[src/rtl/pipe_hazard_ctrl.sv]
// Hazard and flush sequencer for the 5-stage RV32 pipeline: load-use stalls, redirect flushes, slow-memory freeze.
// Optional saturating performance counters are built when HAZARD_PERF_CNT_EN is defined.
module pipe_hazard_ctrl #(
    parameter int FLUSH_CYCLES = 2,
    parameter int MEM_TIMEOUT  = 255,
    parameter int CNT_W        = 32
) (
    input  logic             clk,
    input  logic             rst,
    input  logic [4:0]       d_ra1,
    input  logic [4:0]       d_ra2,
    input  logic             d_use_rs1,
    input  logic             d_use_rs2,
    input  logic [4:0]       e_wa,
    input  logic             e_is_load,
    input  logic             e_regwen,
    input  logic             redirect,
    input  logic             mem_req,
    input  logic             mem_ready,
    output logic             stall_pc,
    output logic             hold_fd,
    output logic             kill_fd,
    output logic             kill_de,
    output logic             kill_em,
    output logic             freeze,
    output logic             mem_err,
    output logic [CNT_W-1:0] perf_lu_cnt,
    output logic [CNT_W-1:0] perf_fl_cnt,
    output logic [CNT_W-1:0] perf_mw_cnt
);
    localparam int FW = $clog2(FLUSH_CYCLES + 1);
    localparam int WW = $clog2(MEM_TIMEOUT + 1);
    localparam logic [FW-1:0] F_ONE    = FW'(1);
    localparam logic [FW-1:0] F_RELOAD = FW'(FLUSH_CYCLES - 1);
    localparam logic [WW-1:0] W_ONE    = WW'(1);
    localparam logic [WW-1:0] W_MAX    = WW'(MEM_TIMEOUT);

    typedef enum logic [1:0] {RUN, FLUSH, MEM_WAIT} state_t;

    state_t        state, state_nx;
    logic [FW-1:0] fcnt, fcnt_nx;
    logic [WW-1:0] wcnt, wcnt_nx;
    logic          ret_flush, ret_flush_nx;
    logic          mem_err_q, mem_err_nx;
    logic          lu, mem_stall;
    logic          stall_c, hold_c, kfd_c, kde_c, kem_c, frz_c;

    assign lu = e_is_load & e_regwen & (e_wa != 5'd0) &
                ((d_use_rs1 & (d_ra1 == e_wa)) | (d_use_rs2 & (d_ra2 == e_wa)));
    assign mem_stall = mem_req & ~mem_ready;

    always_comb begin
        state_nx     = state;
        fcnt_nx      = fcnt;
        wcnt_nx      = wcnt;
        ret_flush_nx = ret_flush;
        mem_err_nx   = 1'b0;
        stall_c      = 1'b0;
        hold_c       = 1'b0;
        kfd_c        = 1'b0;
        kde_c        = 1'b0;
        kem_c        = 1'b0;
        frz_c        = 1'b0;
        case (state)
            RUN, FLUSH: begin
                if (mem_stall) begin
                    frz_c        = 1'b1;
                    state_nx     = MEM_WAIT;
                    wcnt_nx      = W_ONE;
                    ret_flush_nx = (state == FLUSH);
                end else if (redirect) begin
                    kfd_c = 1'b1;
                    kde_c = 1'b1;
                    kem_c = 1'b1;
                    if (FLUSH_CYCLES > 1) begin
                        state_nx = FLUSH;
                        fcnt_nx  = F_RELOAD;
                    end else begin
                        state_nx = RUN;
                    end
                end else begin
                    if (state == FLUSH) begin
                        kfd_c   = 1'b1;
                        fcnt_nx = fcnt - F_ONE;
                        if (fcnt == F_ONE) state_nx = RUN;
                    end
                    if (lu) begin
                        stall_c = 1'b1;
                        hold_c  = 1'b1;
                        kde_c   = 1'b1;
                    end
                end
            end
            MEM_WAIT: begin
                // The abort cycle releases freeze just like a ready cycle, so the stuck access drains.
                if (mem_ready || wcnt == W_MAX) begin
                    state_nx   = ret_flush ? FLUSH : RUN;
                    wcnt_nx    = '0;
                    mem_err_nx = ~mem_ready;
                end else begin
                    frz_c   = 1'b1;
                    wcnt_nx = wcnt + W_ONE;
                end
            end
            default: state_nx = RUN;
        endcase
    end

    always_ff @(posedge clk) begin
        if (rst) begin
            state     <= RUN;
            fcnt      <= '0;
            wcnt      <= '0;
            ret_flush <= 1'b0;
            mem_err_q <= 1'b0;
        end else begin
            state     <= state_nx;
            fcnt      <= fcnt_nx;
            wcnt      <= wcnt_nx;
            ret_flush <= ret_flush_nx;
            mem_err_q <= mem_err_nx;
        end
    end

    assign stall_pc = stall_c & ~rst;
    assign hold_fd  = hold_c & ~rst;
    assign kill_fd  = kfd_c & ~rst;
    assign kill_de  = kde_c & ~rst;
    assign kill_em  = kem_c & ~rst;
    assign freeze   = frz_c & ~rst;
    assign mem_err  = mem_err_q & ~rst;

`ifdef HAZARD_PERF_CNT_EN
    logic [CNT_W-1:0] lu_cnt, fl_cnt, mw_cnt;

    always_ff @(posedge clk) begin
        if (rst) begin
            lu_cnt <= '0;
            fl_cnt <= '0;
            mw_cnt <= '0;
        end else begin
            if (stall_pc && lu_cnt != '1) lu_cnt <= lu_cnt + CNT_W'(1);
            if (kill_fd && fl_cnt != '1)  fl_cnt <= fl_cnt + CNT_W'(1);
            if (freeze && mw_cnt != '1)   mw_cnt <= mw_cnt + CNT_W'(1);
        end
    end

    assign perf_lu_cnt = rst ? '0 : lu_cnt;
    assign perf_fl_cnt = rst ? '0 : fl_cnt;
    assign perf_mw_cnt = rst ? '0 : mw_cnt;
`else
    assign perf_lu_cnt = '0;
    assign perf_fl_cnt = '0;
    assign perf_mw_cnt = '0;
`endif
endmodule

[config.mk]
export PLATFORM = sky130hd
export DESIGN_NAME = pipe_hazard_ctrl
export DESIGN_NICKNAME = d
export VERILOG_FILES = /design/src/rtl/pipe_hazard_ctrl.sv
export SDC_FILE = /design/constraint.sdc
export NUM_CORES = 1
export LEC_CHECK = 0
export ABC_CLOCK_PERIOD_IN_PS = 1700
export CORE_ASPECT_RATIO = 0.9
export CORE_MARGIN = 5
export CORE_UTILIZATION = 34
export CTS_CLUSTER_DIAMETER = 100
export DETAILED_ROUTE_END_ITERATION = 6
export GPL_TIMING_DRIVEN = 0
export PLACE_DENSITY = 0.88
export SETUP_SLACK_MARGIN = 0.05
export SKIP_LAST_GASP = 1
export SLEW_MARGIN = 20
export SYNTH_ARGS = -nofsm -noshare
export SYNTH_HDL_FRONTEND = slang
export SYNTH_SLANG_ARGS = --single-unit
[constraint.sdc]
create_clock -name clk -period 1.7 [get_ports clk]
set_input_delay 0.34 -clock clk [delete_from_list [all_inputs] [get_ports clk]]
set_output_delay 0.34 -clock clk [all_outputs]
set_load 0.01 [all_outputs]
==> Yosys cells after proc, flatten, opt, wreduce, memory -nomap -nowiden <==
Cells that the tools add are included.
{ "classes": {"mux": 29, "addsub": 2, "eq_ne": 10, "n_reduce_logical": 11, "n_bitwise": 18} }
{ "ops": {"columns": ["op", "count"], "rows": [
  ["1-bit 2-to-1 mux", 17],
  ["8-bit 2-to-1 mux", 2],
  ["8-bit one-hot mux with 2 select lines", 1],
  ["2-bit 2-to-1 mux", 7],
  ["1-bit AND", 12],
  ["5-bit == test", 2],
  ["8-bit by 1-bit adder with 8-bit output (second input constant)", 1],
  ["8-bit == test (second input constant)", 1],
  ["4-bit inequality test (second input constant)", 2],
  ["3-bit AND reduction", 2],
  ["1-bit inverter", 5],
  ["5-bit nonzero test", 1],
  ["2-bit by 1-bit == test with 1-bit output (second input constant)", 2],
  ["2-bit inequality test (second input constant)", 2],
  ["2-bit one-hot mux with 2 select lines", 1],
  ["2-bit AND reduction", 2],
  ["2-bit nonzero test", 2],
  ["3-bit OR reduction", 1],
  ["2-bit == test (second input constant)", 1],
  ["2-bit logical NOT", 1],
  ["1-bit one-hot mux with 2 select lines", 1],
  ["2-bit OR reduction", 1],
  ["2-bit by 1-bit subtractor with 2-bit output (second input constant)", 1],
  ["1-bit logical OR", 1],
  ["1-bit OR", 1]
]} }
{ "word_totals": {"register_bits": 14, "input_bits": 24, "elab_cells": 75, "out_inout_bits": 103} }

==> Logic depth before layout (Yosys ltp) <==
{ "depth": {"depth_word": 9, "depth_mapped": 5, "depth_no_buf": 5} }

==> Worst setup path before layout <==
No wires, ideal clock.
{ "synth_timing": {"path_kind": "input to output", "from": "input e_wa[3]", "to": "output stall_pc", "path_buffers": 1, "path_slack_ps": -310, "arrival_time_ps": 1670, "required_ps": 1360, "stages": 5, "path_cell_list": "xor2_1 > nor4_1 > a32oi_1 > nor4b_1 > buf_4"} }
{ "synth_via": {"elab_chain_cells": 9, "elab_cells_between_ends": 13, "classes_between": "eq/ne (2); mux (4); bitwise (6); reduce/logical (1)"} }
{ "synth_rtl": {"columns": ["element", "line_no", "text"], "rows": [
  ["start: declaration", "14", "input logic [4:0] e_wa,"],
  ["5-bit == test", "49", "((d_use_rs1 & (d_ra1 == e_wa)) | (d_use_rs2 & (d_ra2 == e_wa)));"],
  ["1-bit AND", "49", null],
  ["1-bit OR", "49", null],
  ["1-bit AND (*)", "48", "assign lu = e_is_load & e_regwen & (e_wa != 5'd0) &"],
  ["1-bit 2-to-1 mux (*) (4 in a row)", null, null],
  ["1-bit AND (*)", null, null],
  ["end: declaration", "20", "output logic stall_pc,"]
]} }
Every way passes the cells marked *; elsewhere a longest branch is shown, timed or not.

==> Worst setup path after layout <==
{ "layout_timing": {"from": "input d_ra2[1]", "to": "output stall_pc"} }
{ "layout_via": {"elab_chain_cells": 9} }
{ "layout_rtl": {"columns": ["element", "line_no", "text"], "rows": [
  ["start: declaration", "11", "input logic [4:0] d_ra2,"],
  ["5-bit == test", "49", null],
  ["1-bit AND", "49", null],
  ["1-bit OR", "49", null],
  ["1-bit AND", "48", null],
  ["1-bit 2-to-1 mux", "87", "if (lu) begin"],
  ["1-bit 2-to-1 mux", "71", "end else if (redirect) begin"],
  ["1-bit 2-to-1 mux", "66", "if (mem_stall) begin"],
  ["1-bit 2-to-1 mux", "64", "case (state)"],
  ["1-bit AND", "125", "assign stall_pc = stall_c & ~rst;"]
]} }
Every way passes these cells.

==> results.md <==
* Routed via count at 1566
* Die W at 83.0 um
* CP required at 1.36 ns
* RSZ-0062 raised after global routing: yes
* Area of the core at 4550 um2
* Delay-heaviest family, CP: simple AND/OR/NAND/NOR gates
* Layout Nets at 378
* Post-DP Area at 2360 um2
* DRT iter0 DRCs at 77
* Lkg Pwr at 1.41 nW
* Post-Route WL at 4510 um
* Io pins at 127
* IO Port Bufs at 29
* Share of flip-flops with an asynchronous set or reset at 0%
* Ant diodes at 0
* Maximum number of pins on one net before global-route repair at 11
* Crit path largest cell delay at 0.31 ns
* TritonCTS clock tree: built
* Max Slew Vio Count at 0
* Peak supply drop at 311 uV
* CP Capture Type: output port
* H-tree depth at 1
* CP max stage cell: nor4_4
* CP Launch Type: primary input
* Fin util at 57.7%
* Clock skew at 0.00714 ns
* Post-CTS Hold Buffers at 0
* Min-delay worst type: primary input to register
* Violated checks: negative setup slack
* Initial Util at 35.8%
* Top-area cell type share of the netlist area at 44.7%
* Net Sw Frac at 31.9%
* Worst endpoint data arrival time at 1.63 ns
* Die height at 75.7 um
* Syn Inst Count at 208
* Die area at 6280 um2
* Initial antenna violation count at 0
* Buf/Inv on CP at 3
* Post-route DRC at 0
* Mapped Area at 1630 um2
* Placer Congestion at 0.858
* ANT nets after route at 0
* Number of flops mapped to enable cells by yosys at 0
* Vias in the first global route at 1382
* Status: complete, but fails checks
* CP cell instances: buf_6, xor2_2, nor4_4, a32oi_2, nor4b_2, buf_4, buf_6
* Switch Pwr at 0.372 mW
* Sequential element share of the synthesized area at 17.2%
* DR WL/cell at 10.9 um
* Syn_area_per_cell at 7.83 um2
* Crit-path max FO at 2
* Clk_lat worst skew at 0.25 ns
* Clk pin slew, worst setup/hold paths at 0.06 ns
* Design Area, Final at 2620 um2
* Post-detail-place hpwl at 3400 um
* MaxCap Viol Count at 0
* Gr ovfl total at 0
* P_int at 0.796 mW
* Setup violations, final at 3
* Row count at 23
* Max Freq at 508 MHz
* Combinational Power Share at 41.8%
* First-pass GRT wire length at 6440 um
* Clock sinks at 14
* Bufs on Longest Clock Path at 2
* Fin crit period at 1.97 ns
* Area delta synth->final at 60.9%
* Crit path top cell by count: buf_6
* Clk pwr share at 28.2%
* Final Cycle Share at 116%
* Final worst slack at -0.269 ns
* Top post-synthesis cells by area: buf_4, dfxtp_1, xor2_1, nor2_1, a21oi_1
* Synth warn at 0
* Primary FF master, synth: dfxtp_1
* Drt first pass iters at 4
* GRT Total Usage at 12.6%
* Fillers at 411
* Worst setup path class: primary input to output port
* Reg power frac at 29.9%
* Yosys reg bits at 14
* Yosys top cell by area: buf_4
* Final hold violation count at 0
* Num CTS Buffers at 3
* Synth unique cells at 42
* Routed vias/inst at 3.79
* Pwr dens at 446 nW/um2
* Share of post-route cells with drive strength above 1 at 46.4%
* Clock root cell: clkbuf_8
[registers in the layout (all words and copies together), names as in the netlist]
register   count
fcnt           2
mem_err_q      1
ret_flush      1
state          2
wcnt           8
[layer usage]
layer | GRT usage [%] | wire [um] | up-vias
met4 | 2.00 | 31 | 0
met2 | 25.2 | 2470 | 98
met5 | 0 | 0 | -
met1 | 13.2 | 1630 | 667
li1 | - | - | 795
met3 | 4.54 | 372 | 6
[path summary, 6_finish.rpt]
path | cells past startpoint | from | slack, ns | endpoint
setup / recovery | 7 | d_ra2[1] | -0.27 | stall_pc
hold / removal | 2 | rst | 0.44 | wcnt[4]$_SDFFE_PP0P_
setup reg to reg | 5 | state[1]$_SDFFE_PP0P_ | 0.10 | wcnt[6]$_SDFFE_PP0P_
hold reg to reg | 2 | fcnt[1]$_SDFFE_PP0P_ | 0.48 | fcnt[1]$_SDFFE_PP0P_
[final cells by class]
cell class / count / area (um2) / share of cell area, %
clock buffers: 4 / 55.1 / 2.10
flip-flops and latches: 14 / 293 / 11.2
plain buffers: 100 / 749 / 28.6
multi-input cells: 187 / 1090 / 41.5
well taps: 62 / 77.6 / 2.96
repair buffers: 44 / 350 / 13.4
inverters: 2 / 7.51 / 0.286
[synthesized netlist by cell type, types with 3 or more instances]
library cell / instances
a211oi_1: 3
a21oi_1: 6
a31oi_1: 4
buf_4: 97
dfxtp_1: 14
nand2_1: 7
nand3_1: 6
nand4_1: 3
nor2_1: 11
nor3_1: 5
nor4_1: 4
o21ai_0: 4
xor2_1: 8
[cells in the final DEF (no fill, tap or decap), types with 2 or more instances in the layout]
cell and instances:
o21ai_0 4, and2_1 2, nand2_1 7, dfxtp_1 8, nand3_1 5, a211oi_1 3, xnor2_1 2, xor2_2 2
or3_1 2, nor2_1 9, clkbuf_8 4, nor2_2 2, clkdlybuf4s50_1 5, a21oi_1 5, dlygate4sd2_1 6, dfxtp_2 4
nand4_1 3, clkbuf_2 3, a31oi_1 4, nor4_4 2, dfxtp_4 2, buf_2 10, buf_4 111, nor3_1 4
buf_6 7, conb_1 96, nor3b_4 2, xor2_1 6, inv_1 2, clkdlybuf4s15_1 2
[kinds of logic after synthesis]
family / Yosys count / synth area share [%]
AO/OA/AOI/OAI: 23 / 8.76
XOR/XNOR: 10 / 5.38
adder cells (fa/ha/maj): 2 / 1.54
buffers and inverters: 102 / 46.3
flip-flops: 14 / 17.2
multiplexers: 1 / 0.614
other: 1 / 0.230
AND/OR/NAND/NOR: 55 / 20.0
[power by group through the flow]
stage	logic [mW]	clock network [mW]	registers, mW
2_1_floorplan	0.342	0	0.353
3_3_place_gp	0.428	0	0.355
3_5_place_dp	0.433	0	0.356
4_1_cts	0.445	0.332	0.348
5_1_grt	0.535	0.353	0.351
6_report	0.488	0.330	0.350
[stage by stage]
step	setup WS, ns	total power, mW	TNS [ns]	hold slack [ns]	std cells
2_1_floorplan	-0.122	0.695	-0.122	0.444	303
3_3_place_gp	-1.16	0.784	-6.62	0.458	394
3_5_place_dp	-1.19	0.789	-7.35	0.470	394
4_1_cts	-0.266	1.13	-0.490	0.481	407
5_1_grt	-0.329	1.24	-0.951	0.468	413
6_report	-0.269	1.17	-0.651	0.437	413
[what timing repair did]
item,CTS,global route
setup endpoints to repair,11,11
gates resized for setup,97,20
setup buffers,9,6
pin swaps,19,5
gates cloned,0,0
(Power assumes the default switching activity.)
